$ cat src/rtl/vid_timing_decoder.sv
// Video timing decoder: turns received h_sync/v_sync/de into active-area
// coordinates, measures line width and frame height, and tracks lock to the
// expected resolution through a SEARCH -> CHECK -> LOCKED state machine.
// Every output is registered directly from the single input sample stage.
module vid_timing_decoder #(
    parameter int   H_RES_PIX   = 640,
    parameter int   V_RES_PIX   = 480,
    parameter logic H_SYNC_POL  = 1'b0,
    parameter logic V_SYNC_POL  = 1'b0,
    parameter int   LOCK_FRAMES = 2
) (
    input  logic        p_clk_x1,
    input  logic        reset_n,
    input  logic        h_sync,
    input  logic        v_sync,
    input  logic        de,
    input  logic [23:0] pixel_in,
    output logic [10:0] hpos,
    output logic [10:0] vpos,
    output logic [23:0] pixel_out,
    output logic        active,
    output logic        line_start,
    output logic        frame_start,
    output logic        locked,
    output logic        timing_err,
    output logic [10:0] meas_h,
    output logic [10:0] meas_v
);

    typedef enum logic [1:0] {
        ST_SEARCH = 2'd0,
        ST_CHECK  = 2'd1,
        ST_LOCKED = 2'd2
    } state_t;

    localparam logic [10:0] HPOS_MAX = 11'd2047;

    state_t      state_r, state_nxt_s;
    logic [3:0]  good_cnt_r, good_cnt_nxt_s;
    logic        frame_bad_r, frame_bad_nxt_s;
    logic        err_nxt_s;

    logic        de_prev_r, vs_prev_r, hs_prev_r;
    logic        vs_pend_r;
    logic [10:0] line_cnt_r, line_cnt_nxt_s;
    logic [10:0] hs_cnt_r;

    logic        vs_act_s, hs_act_s;
    logic        de_rise_s, de_fall_s, vs_edge_s, hs_edge_s;
    logic [10:0] h_count_s;
    logic        h_bad_s, v_bad_s;
    logic [4:0]  good_inc_s;

    // Sync levels normalised to "asserted" and edges taken against the previous sample.
    assign vs_act_s  = (v_sync == V_SYNC_POL);
    assign hs_act_s  = (h_sync == H_SYNC_POL);
    assign de_rise_s = de & ~de_prev_r;
    assign de_fall_s = ~de & de_prev_r;
    assign vs_edge_s = vs_act_s & ~vs_prev_r;
    assign hs_edge_s = hs_act_s & ~hs_prev_r;

    // Pixels in the line that just ended: last hpos + 1, held at the 11-bit ceiling.
    assign h_count_s  = (hpos == HPOS_MAX) ? HPOS_MAX : (hpos + 11'd1);
    assign h_bad_s    = de_fall_s && (h_count_s != 11'(H_RES_PIX));
    assign v_bad_s    = vs_edge_s && (line_cnt_r != 11'(V_RES_PIX));
    assign good_inc_s = {1'b0, good_cnt_r} + 5'd1;

    // Line counter: a v_sync edge clears it with priority over a de fall.
    always_comb begin
        line_cnt_nxt_s = line_cnt_r;
        if (vs_edge_s) begin
            line_cnt_nxt_s = 11'd0;
        end else if (de_fall_s) begin
            line_cnt_nxt_s = line_cnt_r + 11'd1;
        end else begin
            line_cnt_nxt_s = line_cnt_r;
        end
    end

    // Lock FSM next state, good-frame counter, frame-bad flag and error pulse.
    always_comb begin
        state_nxt_s     = state_r;
        good_cnt_nxt_s  = good_cnt_r;
        frame_bad_nxt_s = frame_bad_r;
        err_nxt_s       = 1'b0;
        case (state_r)
            ST_SEARCH: begin
                if (vs_edge_s) begin
                    state_nxt_s     = ST_CHECK;
                    good_cnt_nxt_s  = 4'd0;
                    frame_bad_nxt_s = 1'b0;
                end else begin
                    state_nxt_s = ST_SEARCH;
                end
            end
            ST_CHECK: begin
                if (vs_edge_s) begin
                    frame_bad_nxt_s = 1'b0;
                    if (!frame_bad_r && !h_bad_s && !v_bad_s) begin
                        if (good_inc_s >= 5'(LOCK_FRAMES)) begin
                            state_nxt_s    = ST_LOCKED;
                            good_cnt_nxt_s = 4'd0;
                        end else begin
                            good_cnt_nxt_s = good_inc_s[3:0];
                        end
                    end else begin
                        good_cnt_nxt_s = 4'd0;
                    end
                end else if (h_bad_s) begin
                    frame_bad_nxt_s = 1'b1;
                end else begin
                    frame_bad_nxt_s = frame_bad_r;
                end
            end
            ST_LOCKED: begin
                if (h_bad_s || v_bad_s) begin
                    err_nxt_s   = 1'b1;
                    state_nxt_s = ST_SEARCH;
                end else begin
                    state_nxt_s = ST_LOCKED;
                end
            end
            default: begin
                state_nxt_s     = ST_SEARCH;
                good_cnt_nxt_s  = 4'd0;
                frame_bad_nxt_s = 1'b0;
            end
        endcase
    end

    // Lock FSM state register with the lock/error outputs registered alongside.
    always_ff @(posedge p_clk_x1 or negedge reset_n) begin
        if (!reset_n) begin
            state_r     <= ST_SEARCH;
            good_cnt_r  <= 4'd0;
            frame_bad_r <= 1'b0;
            locked      <= 1'b0;
            timing_err  <= 1'b0;
        end else begin
            state_r     <= state_nxt_s;
            good_cnt_r  <= good_cnt_nxt_s;
            frame_bad_r <= frame_bad_nxt_s;
            locked      <= (state_nxt_s == ST_LOCKED);
            timing_err  <= err_nxt_s;
        end
    end

    // Edge history, coordinates, measurements and pass-through pixel path.
    always_ff @(posedge p_clk_x1 or negedge reset_n) begin
        if (!reset_n) begin
            de_prev_r   <= 1'b0;
            vs_prev_r   <= 1'b0;
            hs_prev_r   <= 1'b0;
            vs_pend_r   <= 1'b0;
            line_cnt_r  <= 11'd0;
            hs_cnt_r    <= 11'd0;
            hpos        <= 11'd0;
            vpos        <= 11'd0;
            pixel_out   <= 24'd0;
            active      <= 1'b0;
            line_start  <= 1'b0;
            frame_start <= 1'b0;
            meas_h      <= 11'd0;
            meas_v      <= 11'd0;
        end else begin
            de_prev_r   <= de;
            vs_prev_r   <= vs_act_s;
            hs_prev_r   <= hs_act_s;
            pixel_out   <= pixel_in;
            active      <= de;
            line_start  <= de_rise_s;
            frame_start <= de_rise_s && (vs_pend_r || vs_edge_s);
            line_cnt_r  <= line_cnt_nxt_s;
            vpos        <= line_cnt_nxt_s;
            // frame_start is owed from a v_sync edge until the next de rise
            if (de_rise_s) begin
                vs_pend_r <= 1'b0;
            end else if (vs_edge_s) begin
                vs_pend_r <= 1'b1;
            end else begin
                vs_pend_r <= vs_pend_r;
            end
            // h_sync pulses per frame, kept as a line-count sanity reference
            if (vs_edge_s) begin
                hs_cnt_r <= 11'd0;
            end else if (hs_edge_s && (hs_cnt_r != HPOS_MAX)) begin
                hs_cnt_r <= hs_cnt_r + 11'd1;
            end else begin
                hs_cnt_r <= hs_cnt_r;
            end
            if (de_rise_s) begin
                hpos <= 11'd0;
            end else if (de && (hpos != HPOS_MAX)) begin
                hpos <= hpos + 11'd1;
            end else begin
                hpos <= hpos;
            end
            if (de_fall_s) begin
                meas_h <= h_count_s;
            end else begin
                meas_h <= meas_h;
            end
            if (vs_edge_s) begin
                meas_v <= line_cnt_r;
            end else begin
                meas_v <= meas_v;
            end
        end
    end

endmodule

$ cat config.mk
export PLATFORM = sky130hd
export DESIGN_NAME = vid_timing_decoder
export DESIGN_NICKNAME = d
export VERILOG_FILES = /design/src/rtl/vid_timing_decoder.sv
export SDC_FILE = /design/constraint.sdc
export NUM_CORES = 1
export LEC_CHECK = 0
export CORE_MARGIN = 4
export CORE_UTILIZATION = 47
export DETAILED_ROUTE_END_ITERATION = 10
export PLACE_DENSITY = 0.86
export SYNTH_ARGS = -nofsm -noshare
export SYNTH_HDL_FRONTEND = slang
export SYNTH_SLANG_ARGS = --single-unit
export TNS_END_PERCENT = 50
$ cat constraint.sdc
create_clock -name p_clk_x1 -period 2.4 [get_ports p_clk_x1]
set_input_delay 0.36 -clock p_clk_x1 [delete_from_list [all_inputs] [get_ports p_clk_x1]]
set_output_delay 0.36 -clock p_clk_x1 [all_outputs]
set_load 0.005 [all_outputs]
==> results.md <==
Status:
- The run finished with clean final reports.

Clock tree:
- The root cell of the clock tree is sky130_fd_sc_hd__clkbuf_8.
- The clock tree synthesis step divided the H-tree into 3 levels.
- After clock tree synthesis, the clock-pin slew on the worst setup and hold paths is ~80 ps.
- Clock tree synthesis found a total of 82 sinks.
- The number of buffers inserted during clock tree synthesis is 9.
- The maximum number of buffers from clock root to sink is 2.
- The source-to-sink clock delay at the later pin of the worst-skew pair is roughly 340 ps.
- The number of gates given a new drive strength after cts is 0.
- Post-CTS timing repair inserted 0 buffers for setup.
- The number of hold-repair buffers added at the cts stage is 0.
- The CTS tree is built.

Power:
- The highest ir drop seen on vdd is roughly 0.41 mV.
- Summing internal, switching and leakage power gives 0.00300 W.
- The power per cell area is about 640 nW/µm².
- For this design the static power due to leakage is between 2 and 2.5 nW.

Timing:
- The number of setup violations in the final report is 0.
- The worst-case headroom to the max-slew limit is 0.666.
- The number of hold-slack violations in the final timing report is 0.
- The maximum operating frequency is 477 MHz.
- After routing, the total negative slack on setup checks comes to 0 ps.
- The post-route clock skew is about 12 ps.
- The max-slew violation total from the final report came to 0.
- For the pin with the worst max-slew slack, the measured transition is a little under 500 ps.
- Dividing the final minimum period by the clock period gives 0.873.
- For the finished layout, the period the worst path requires is around 2100 ps.
- Setup repair after global routing left no endpoint under its margin.

Global routing:
- The first global-routing pass estimated approximately 13,000 µm of wire.
- The initial antenna violation count is 0.
- In the global route stage, overall resource usage came out at 0.188.
- Summed over all layers, the global routing overflow is 0.
- The pin count of the biggest net entering global routing is between 80 and 90.
- The via count of the first global-routing pass is 2,572.

Detailed routing:
- The detailed router placed around 2,600 vias in this run.
- The detailed router finished its first iteration with 121 violations.
- The pre-antenna-repair detailed-routing pass consisted of 4 iterations.
- In the routed design, unresolved DRC markers number 0.
- After detailed routing, the total wire length is approximately 7600 µm.
- The number of vias per cell after detailed routing is roughly 5.3.
- After detailed routing, the average wire length per cell comes to between 15 and 20 µm.
- The post-detailed-route count of antenna-violating nets is 0.

Floorplan:
- The initial standard-cell utilization of the core is 0.487.
- The width of the die is around 92 µm.
- The height of the chip is around 92 µm.
- The core footprint is roughly 7000 µm².
- The count of standard-cell rows is 30.
- The count of boundary I/O pins is ~100.
- The die footprint is 8520 µm².

Layout:
- Summing all non-filler instances in the final layout gives an area of between 4000 and 5000 µm².
- The relative area change from synthesis to final layout is 39.3%.
- The count of nets after finishing is roughly 420.
- Leaving out fill and tap cells, the most frequent cell in the layout is sky130_fd_sc_hd__clkdlybuf4s50_1.
- The proportion of layout cells with a drive suffix above 1 is 0.112.
- In the final layout, the multi-input gates occupy between 1000 and 1500 µm².
- The layout filler cell count is 521.
- The footprint of the flip-flops and latches is ~2100 µm².
- Once layout is complete, the cells apart from fillers number between 400 and 500.
- 0 antenna diodes ended up in the layout.
- In the layout the commonest cells are sky130_fd_sc_hd__clkdlybuf4s50_1, sky130_fd_sc_hd__dfrtp_1, sky130_fd_sc_hd__nor2_1, sky130_fd_sc_hd__nand2_1, sky130_fd_sc_hd__mux2_2.

Synth:
- The synthesized design contains 0 enable-type register cells.
- The proportion of synthesized flip-flops having asynchronous set or reset is 1.00.
- sky130_fd_sc_hd__dfrtp_1 takes more of the synthesized area than any other cell.
- The mapped cell area is around 3300 µm².
- The fraction of synthesized cell area taken by the top area cell type is 0.614.
- In the post-synthesis netlist, the biggest area contributors are sky130_fd_sc_hd__dfrtp_1, sky130_fd_sc_hd__mux2_2, sky130_fd_sc_hd__nor2_1, sky130_fd_sc_hd__nand2_1, sky130_fd_sc_hd__xor2_1.
- The yosys synthesis warning count is 0.
- The register bit total from synthesis is slightly above 80.
- The share of the Yosys chip area taken by registers is 0.614.
- Synthesis produced around 280 cells.
- The number of nets produced by synthesis is approximately 320.
- Among all flip-flop cells after synthesis, the most frequent one is sky130_fd_sc_hd__dfrtp_1.
- The mean instance size in the synthesized netlist is about 12 µm².
- The number of library cell types mapped by synthesis is 53.

Critical path:
- The required arrival time at the worst endpoint is approximately 2700 ps.
- Among all stages on the critical path, the largest delay is contributed by sky130_fd_sc_hd__dfrtp_1.
- The element type at the critical path end is a register.
- The largest driver fanout on the critical path is 8.
- In this design, the largest share of critical-path delay is due to simple AND/OR/NAND/NOR gates.
- The number of buffers and inverters on the critical path is 1.
- STA classifies the critical path startpoint as a register.
- The kind of critical path is reg -> reg.
- For the worst setup path, the data arrival time is between 2000 and 2500 ps.
- Across all register-to-register paths, the minimum setup slack is 310 ps.
- Walking the worst path, the cells encountered are ha_1 -> nand3_2 -> nor4_2 -> nand2_1 -> buf_4 -> a21oi_1 -> a211o_1.
- The stage delay of the slowest cell on the critical path is between 400 and 500 ps.

Placed design:
- The number of placed instances with taps included is between 400 and 500.
- During placement, the flow inserted port buffers numbering 100.
- The placer congestion estimate is 0.846.
- The cell area after placement is about 4500 µm².
- After legalization and detailed placement, the total HPWL measured ~5500 µm.

Worst hold path:
- The min-delay analysis places its worst path in the category in -> async.

Flow run:
- The max-cap check violation count is 0.
-- stage by stage --
stage,setup slack [ps],util,hold slack [ps]
4_1_cts,337,0.678,45.4
6_report,305,0.678,35.8
3_3_place_gp,448,0.649,414
5_1_grt,180,0.678,51.0
2_1_floorplan,497,-,64.4
3_5_place_dp,339,0.649,426
-- routing by layer --
metal | GRT usage | part of all wire
met1 | 0.236 | 0.40
met2 | 0.305 | 0.50
met3 | 0.0577 | 0.086
met4 | 0.0730 | 0.014
met5 | 0 | 0
-- flip-flops by register name, summed over array words and instances (netlist names) --
signal	count
frame_bad_r	1
pixel_out	24
line_cnt_r	11
meas_v	11
timing_err	1
vs_prev_r	1
vs_pend_r	1
de_prev_r	1
locked	1
hpos	11
frame_start	1
state_r	2
meas_h	11
line_start	1
good_cnt_r	4
-- power breakdown --
| group | total, W | switching (W) | internal, W | leakage (nW) |
|---|---|---|---|---|
| sequential | 0.00157 | 0.0000978 | 0.00147 | 1.05 |
| combinational | 0.000447 | 0.000177 | 0.000271 | 0.863 |
| clock | 0.000978 | 0.000491 | 0.000487 | 0.0901 |
| total | 0.00300 | 0.000766 | 0.00223 | 2.00 |
-- final cells by class --
type                            instances  area share
Clock buffer                           11      0.0282
Clock inverter                          5      0.0134
Sequential cell                        82       0.441
Multi-Input combinational cell        179       0.254
Inverter                                7     0.00565
Tap cell                               96      0.0258
Timing Repair Buffer                  109       0.232
-- cells in the mapped netlist, types with 6 or more instances --
cell type / instances
sky130_fd_sc_hd__nor2_1: 30
sky130_fd_sc_hd__nand3_1: 8
sky130_fd_sc_hd__mux2_2: 12
sky130_fd_sc_hd__dfrtp_1: 82
sky130_fd_sc_hd__xnor2_1: 7
sky130_fd_sc_hd__a31oi_1: 9
sky130_fd_sc_hd__nand2_1: 22
sky130_fd_sc_hd__xor2_1: 8
sky130_fd_sc_hd__nor3_1: 8
sky130_fd_sc_hd__clkbuf_1: 6
sky130_fd_sc_hd__inv_1: 7
sky130_fd_sc_hd__a21oi_1: 11
-- logic make-up after synthesis --
| logic type | count (synthesis) | synth area share |
|---|---|---|
| AO/OA/AOI/OAI | 47 | 0.101 |
| XOR/XNOR | 15 | 0.0393 |
| adder cells (fa/ha/maj) | 5 | 0.0187 |
| buffers and inverters | 20 | 0.0318 |
| flip-flops | 82 | 0.614 |
| multiplexers | 12 | 0.0404 |
| AND/OR/NAND/NOR | 100 | 0.155 |
-- worst paths after layout --
kind                               from            end  cells past startpoint
min in group p_clk_x1      pixel_in[19]  pixel_out[19]                      1
min reg2reg                  meas_h[10]     meas_h[10]                      2
max                             hpos[1]        hpos[2]                      7
max reg2reg                     hpos[1]        hpos[2]                      7
max in group asynchronous       reset_n        hpos[1]                      2
min                             reset_n  pixel_out[22]                      2
No activity file was read; power rests on OpenSTA's default activity.
